`config.mk`:
```
export PLATFORM = sky130hd
export DESIGN_NAME = uart_boot_loader
export DESIGN_NICKNAME = d
export VERILOG_FILES = /design/src/rtl/uart_boot_loader.sv
export SDC_FILE = /design/constraint.sdc
export NUM_CORES = 1
export LEC_CHECK = 0
export ABC_AREA = 0
export ABC_CLOCK_PERIOD_IN_PS = 2800
export CAP_MARGIN = 0
export CORE_UTILIZATION = 58
export CTS_CLUSTER_SIZE = 10
export DETAILED_ROUTE_END_ITERATION = 8
export HOLD_SLACK_MARGIN = 0.08
export PLACE_DENSITY = 0.76
export SYNTH_ARGS = -nofsm -noshare
export SYNTH_HDL_FRONTEND = slang
export SYNTH_SLANG_ARGS = --single-unit
```
`constraint.sdc`:
```
create_clock -name clk -period 2.8 [get_ports clk]
set_input_delay 0.7 -clock clk [delete_from_list [all_inputs] [get_ports clk]]
set_output_delay 0.7 -clock clk [all_outputs]
set_load 0.02 [all_outputs]
```
`src/rtl/uart_boot_loader.sv`:
```
`timescale 1ns/1ps
// uart_boot_loader: 8N1 UART frame (A5, LEN_LO, LEN_HI, N x 4 payload bytes) -> sequential imem word writes; core held in reset until loaded.
// Latency: imem_we_o one cycle after the 4th byte of a word; done_o/core_reset_n_o one cycle after the final byte. No backpressure.
// Optional BOOT_CHECKSUM_EN: an XOR-of-payload checksum byte follows the payload and must match.
module uart_boot_loader #(
    parameter int CLKS_PER_BIT = 868,
    parameter int ADDR_WIDTH   = 9
) (
    input  logic                  clk,
    input  logic                  reset_n,
    input  logic                  rx_i,
    output logic                  imem_we_o,
    output logic [ADDR_WIDTH-1:0] imem_addr_o,
    output logic [31:0]           imem_wdata_o,
    output logic                  core_reset_n_o,
    output logic                  done_o,
    output logic                  err_o
);
    localparam int            CW        = $clog2(CLKS_PER_BIT);
    localparam logic [CW-1:0] HALF_END  = CW'(CLKS_PER_BIT / 2 - 1);
    localparam logic [CW-1:0] BIT_END   = CW'(CLKS_PER_BIT - 1);
    localparam logic [16:0]   MAX_WORDS = 17'(1) << ADDR_WIDTH;

    // ---------------- receiver ----------------
    logic rx_meta, rx_s, rx_prev;

    always_ff @(posedge clk or negedge reset_n) begin
        if (!reset_n) begin
            {rx_meta, rx_s, rx_prev} <= 3'b111;
        end else begin
            {rx_meta, rx_s, rx_prev} <= {rx_i, rx_meta, rx_s};
        end
    end

    typedef enum logic [1:0] {RX_IDLE, RX_START, RX_DATA, RX_STOP} rx_state_t;

    rx_state_t     rx_state;
    logic [CW-1:0] rx_cnt;
    logic [2:0]    rx_bit;
    logic [7:0]    rx_shift;
    logic          bit_end;
    logic          byte_valid;
    logic          frame_err;

    assign bit_end    = (rx_cnt == BIT_END);
    assign byte_valid = (rx_state == RX_STOP) && bit_end && rx_s;
    assign frame_err  = (rx_state == RX_STOP) && bit_end && !rx_s;

    always_ff @(posedge clk or negedge reset_n) begin
        if (!reset_n) begin
            rx_state <= RX_IDLE;
            rx_cnt   <= '0;
            rx_bit   <= '0;
            rx_shift <= '0;
        end else begin
            case (rx_state)
                RX_IDLE: begin
                    rx_cnt <= '0;
                    if (rx_prev && !rx_s) rx_state <= RX_START;
                end
                RX_START: begin
                    // a start bit that is high again at mid-bit was a glitch
                    if (rx_cnt == HALF_END) begin
                        rx_cnt   <= '0;
                        rx_bit   <= '0;
                        rx_state <= rx_s ? RX_IDLE : RX_DATA;
                    end else begin
                        rx_cnt <= rx_cnt + CW'(1);
                    end
                end
                RX_DATA: begin
                    if (bit_end) begin
                        rx_cnt   <= '0;
                        rx_shift <= {rx_s, rx_shift[7:1]};
                        rx_bit   <= rx_bit + 3'd1;
                        if (rx_bit == 3'd7) rx_state <= RX_STOP;
                    end else begin
                        rx_cnt <= rx_cnt + CW'(1);
                    end
                end
                RX_STOP: begin
                    if (bit_end) begin
                        rx_cnt   <= '0;
                        rx_state <= RX_IDLE;
                    end else begin
                        rx_cnt <= rx_cnt + CW'(1);
                    end
                end
                default: rx_state <= RX_IDLE;
            endcase
        end
    end

    // ---------------- protocol ----------------
`ifdef BOOT_CHECKSUM_EN
    typedef enum logic [2:0] {WAIT_HDR, LEN_LO, LEN_HI, DATA, CSUM, DONE, ERROR} state_t;
`else
    typedef enum logic [2:0] {WAIT_HDR, LEN_LO, LEN_HI, DATA, DONE, ERROR} state_t;
`endif

    state_t      state;
    logic [7:0]  len_lo;
    logic [15:0] len;
    logic [15:0] wcnt;
    logic [15:0] wcnt_next;
    logic [1:0]  byte_idx;
    logic [23:0] asm_q;
    logic        terminal;
    logic        len_too_big;
    logic        payload_done;
`ifdef BOOT_CHECKSUM_EN
    logic [7:0]  csum_q;
`endif

    assign wcnt_next    = wcnt + 16'd1;
    assign terminal     = (state == DONE) || (state == ERROR);
    assign len_too_big  = ({1'b0, rx_shift, len_lo} > MAX_WORDS);
    assign payload_done = byte_valid &&
                          (((state == LEN_HI) && ({rx_shift, len_lo} == 16'd0)) ||
                           ((state == DATA) && (byte_idx == 2'd3) && (wcnt_next == len)));

    always_ff @(posedge clk or negedge reset_n) begin
        if (!reset_n) begin
            state          <= WAIT_HDR;
            len_lo         <= '0;
            len            <= '0;
            wcnt           <= '0;
            byte_idx       <= '0;
            asm_q          <= '0;
            imem_we_o      <= 1'b0;
            imem_addr_o    <= '0;
            imem_wdata_o   <= '0;
            core_reset_n_o <= 1'b0;
            done_o         <= 1'b0;
            err_o          <= 1'b0;
`ifdef BOOT_CHECKSUM_EN
            csum_q         <= '0;
`endif
        end else begin
            imem_we_o <= 1'b0;
            if (imem_we_o) imem_addr_o <= imem_addr_o + ADDR_WIDTH'(1);

            if (frame_err && !terminal) begin
                state <= ERROR;
                err_o <= 1'b1;
            end else if (byte_valid) begin
                case (state)
                    WAIT_HDR: if (rx_shift == 8'hA5) state <= LEN_LO;
                    LEN_LO: begin
                        len_lo <= rx_shift;
                        state  <= LEN_HI;
                    end
                    LEN_HI: begin
                        len <= {rx_shift, len_lo};
                        if (len_too_big) begin
                            state <= ERROR;
                            err_o <= 1'b1;
                        end else begin
                            state <= DATA;
                        end
                    end
                    DATA: begin
                        asm_q    <= {rx_shift, asm_q[23:8]};
                        byte_idx <= byte_idx + 2'd1;
`ifdef BOOT_CHECKSUM_EN
                        csum_q   <= csum_q ^ rx_shift;
`endif
                        if (byte_idx == 2'd3) begin
                            imem_we_o    <= 1'b1;
                            imem_wdata_o <= {rx_shift, asm_q};
                            wcnt         <= wcnt_next;
                        end
                    end
`ifdef BOOT_CHECKSUM_EN
                    CSUM: begin
                        if (rx_shift == csum_q) begin
                            state          <= DONE;
                            done_o         <= 1'b1;
                            core_reset_n_o <= 1'b1;
                        end else begin
                            state <= ERROR;
                            err_o <= 1'b1;
                        end
                    end
`endif
                    default: ;
                endcase

                // end of payload overrides the LEN_HI/DATA next-state chosen above
                if (payload_done) begin
`ifdef BOOT_CHECKSUM_EN
                    state          <= CSUM;
`else
                    state          <= DONE;
                    done_o         <= 1'b1;
                    core_reset_n_o <= 1'b1;
`endif
                end
            end
        end
    end

endmodule

```
==> impl_results.md <==
- Run status: completed
- Slew Viols, Final: 0
- Sequential element share of the synthesized area: 0.546
- Fin crit period: ~2700 ps
- Transition time of the tightest slew-check pin: approximately 600 ps
- Storage element area: 3480 um2
- CTS tree: built
- Fill count: between 700 and 800
- Syn. warnings: 0
- Number of synthesized flops with an enable pin: 0
- Cell area after synthesis: 6380 um2
- CTS clk-pin slew, worst paths: about 60 ps
- CP bufs+invs: 0
- Area of the multi-input gates: 2690 um2
- Endpoints failing hold: 0
- Syn Area/Cell: approximately 10 um2
- Final setup viols: 0
- DIE HEIGHT: 107 um
- Max Clock Freq: 0.374 GHz
- Core box area: 10500 um2
- Critical path's most frequent cell: or4_4
- Critical path class: flop to flop
- Remaining routing DRC violations: 0
- GP Congestion: between 0.8 and 0.9
- Min-Delay Path Class: input port to asynchronous set/reset pin
- Area Overhead vs Synth: 18.5%
- Worst-path maximum fanout: 6
- Largest net degree at the start of global routing: 57
- Worst-Skew Late Latency: between 500 and 600 ps
- TritonCTS Buffers: 17
- CP startpoint kind: flop
- First drt pass iteration count: 4
- Cts hold-fix bufs: 0
- Worst endpoint required time: between 3000 and 4000 ps
- Ys async rst share: 1.00
- PwrDens: 570 nW/um2
- Syn Inst Count: roughly 620
- Initial Util: 0.607
- I/O Pins: 48
- Routed Antenna Nets: 0
- TNS Setup: 0 ps
- Port bufs: 47
- Full die area: about 11000 um2
- Antenna Cells: 0
- Wire per inst: about 16 um
- Most used DFF post-synth: dfrtp_1
- Crit. End Element: flop
- Slew headroom: 0.595
- Clock sinks: around 140
- Post-synthesis net count: roughly 630
- CP max-delay cell: or4_4
- Die width: around 110 um
- Crit-path max cell delay: between 500 and 600 ps
- Total gr overflow: 0
- Synth Register Bits: around 140
- Power, Total: ~4.3 mW
- Share of layout cells above drive strength 1: 0.154
- Crit-path leading delay family: simple AND/OR/NAND/NOR gates
- CP arrival: around 3100 ps
- Clock tree buffer depth: 2
- Antenna violations before repair: 0
- DR vias: roughly 4600
- Total Wirelength: roughly 13000 um
- CTS root buf: clkbuf_8
- Post-CTS setup buffers: 0
- Tcrit/Tclk final: 0.956
- Resized Gates After CTS: 0
- Std cell rows: 37
- Vias in the first global route: roughly 4600
- Tot GR Track Use: 0.261
- Lkg Pwr: between 3 and 4 nW
- Worst-path cell chain: ha_1, and4_2, and3_4, nor3b_1, or4_4, or4_4, a31o_1
- Total Nets Final: between 600 and 700
- Max-Cap Viols: 0
- Via density: roughly 5.7
- Worst VDD drop: 0.492 mV
- H-tree levels: 4
- First-pass GRT wire length: 22800 um
- Fin Clk Skew: around 6.7 ps
- First DRT Iteration DRCs: between 150 and 200
- RSZ-0062 raised after global routing: no
- DP Wirelength: slightly above 9000 um
- Count of cell types in the netlist: 55
per-stage QoR:
stage / hold WS [ps] / setup WS, ps / util / area [um2] / cells
detailed placement: 349 / 128 / 0.667 / 7010 / 789
global route: 143 / 11.3 / 0.719 / 7560 / 820
global placement: 347 / 198 / 0.667 / 7010 / 789
floorplan: 345 / 256 / - / 6380 / 615
finish: 106 / 124 / 0.719 / 7560 / 820
CTS: 126 / 124 / 0.719 / 7560 / 820
worst register-to-register path, cell delays in order, from the launching register on:
cell and delay (ps):
dfrtp_1 420, ha_1 310, and4_2 280, and3_4 210, nor3b_1 50, or4_4 550
or4_4 520, a31o_1 230
cells in the final DEF, fill, tap and decap left out, types with 9 or more instances in the layout:
cell type and n:
dfrtp_1 136, nand2_1 176, buf_4 19, xnor2_1 35, nand4_1 19, nand3_1 10
a21oi_1 11, xor2_1 16, mux2_2 42, inv_1 9, clkdlybuf4s50_1 46, nor2_1 29
clkbuf_16 16
routing by layer:
| layer | global-route usage | vias up | part of all wire |
|---|---|---|---|
| li1 | - | 2204 | - |
| met1 | 0.352 | 2319 | 0.46 |
| met2 | 0.413 | 104 | 0.49 |
| met3 | 0.0608 | 19 | 0.034 |
| met4 | 0.0978 | 0 | 0.017 |
| met5 | 0 | - | 0 |
kinds of logic (layout without fill, tap and decap cells):
kind of cell / count (synthesis) / in the layout / synth area share
XOR/XNOR: 51 / 51 / 0.0701
adder cells (fa/ha/maj): 7 / 7 / 0.0137
AO/OA/AOI/OAI: 44 / 44 / 0.0467
buffers and inverters: 38 / 107 / 0.0328
multiplexers: 44 / 44 / 0.0773
AND/OR/NAND/NOR: 292 / 292 / 0.213
flip-flops: 139 / 139 / 0.546
cell usage after synthesis, drive strengths merged, types with 3 or more instances:
cell type  instances  share of area
nand2            176           0.10
dfrtp            136           0.53
mux2              42          0.074
xnor2             35          0.048
nor2              30          0.018
nand4             19          0.019
clkbuf            18          0.017
xor2              16          0.022
a21oi             11         0.0086
buf               11          0.011
nand3             11         0.0094
and3               9         0.0096
inv                9         0.0053
and4               7         0.0098
ha                 7          0.014
nor3               6         0.0047
nor4               6         0.0059
o21ai              6         0.0047
or3                5         0.0049
and2               4         0.0039
o22ai              4         0.0039
a31oi              3         0.0029
dfstp              3          0.012
nand3b             3         0.0035
nor2b              3         0.0029
nor3b              3         0.0035
o211ai             3         0.0035
o311ai             3         0.0041
power breakdown:
part | internal, mW | switching [mW]
Sequential | 2.05 | 0.0332
Clock | 1.24 | 0.839
Combinational | 0.0539 | 0.0919
area by class of cell:
class                   count  area share
clock inverters            10      0.0121
inverters                   9     0.00447
repair buffers             67      0.0839
clock buffers              21      0.0608
well taps                 136      0.0225
multi-input cells         438       0.356
flip-flops and latches    139       0.461
worst paths after layout:
kind,startpoint,to,slack (ps),cells after the start
setup reg to reg,wcnt[1],state[1],120,7
hold reg to reg,rx_meta,rx_s,360,0
max in group asynchronous,reset_n,asm_q[7],1910,2
hold / removal,reset_n,imem_addr_o[8],110,1
setup / recovery,wcnt[1],state[1],120,7
min in group clk,rx_meta,rx_s,360,0
registers in the layout, indices dropped and copies added, names as in the netlist, 2 cells and up, named ones only:
name,flops
len_lo,8
byte_idx,2
wcnt,16
asm_q,24
state,3
rx_cnt,10
rx_shift,8
imem_wdata_o,32
imem_addr_o,9
len,16
rx_bit,3
Power figures use the tool's default switching activity.
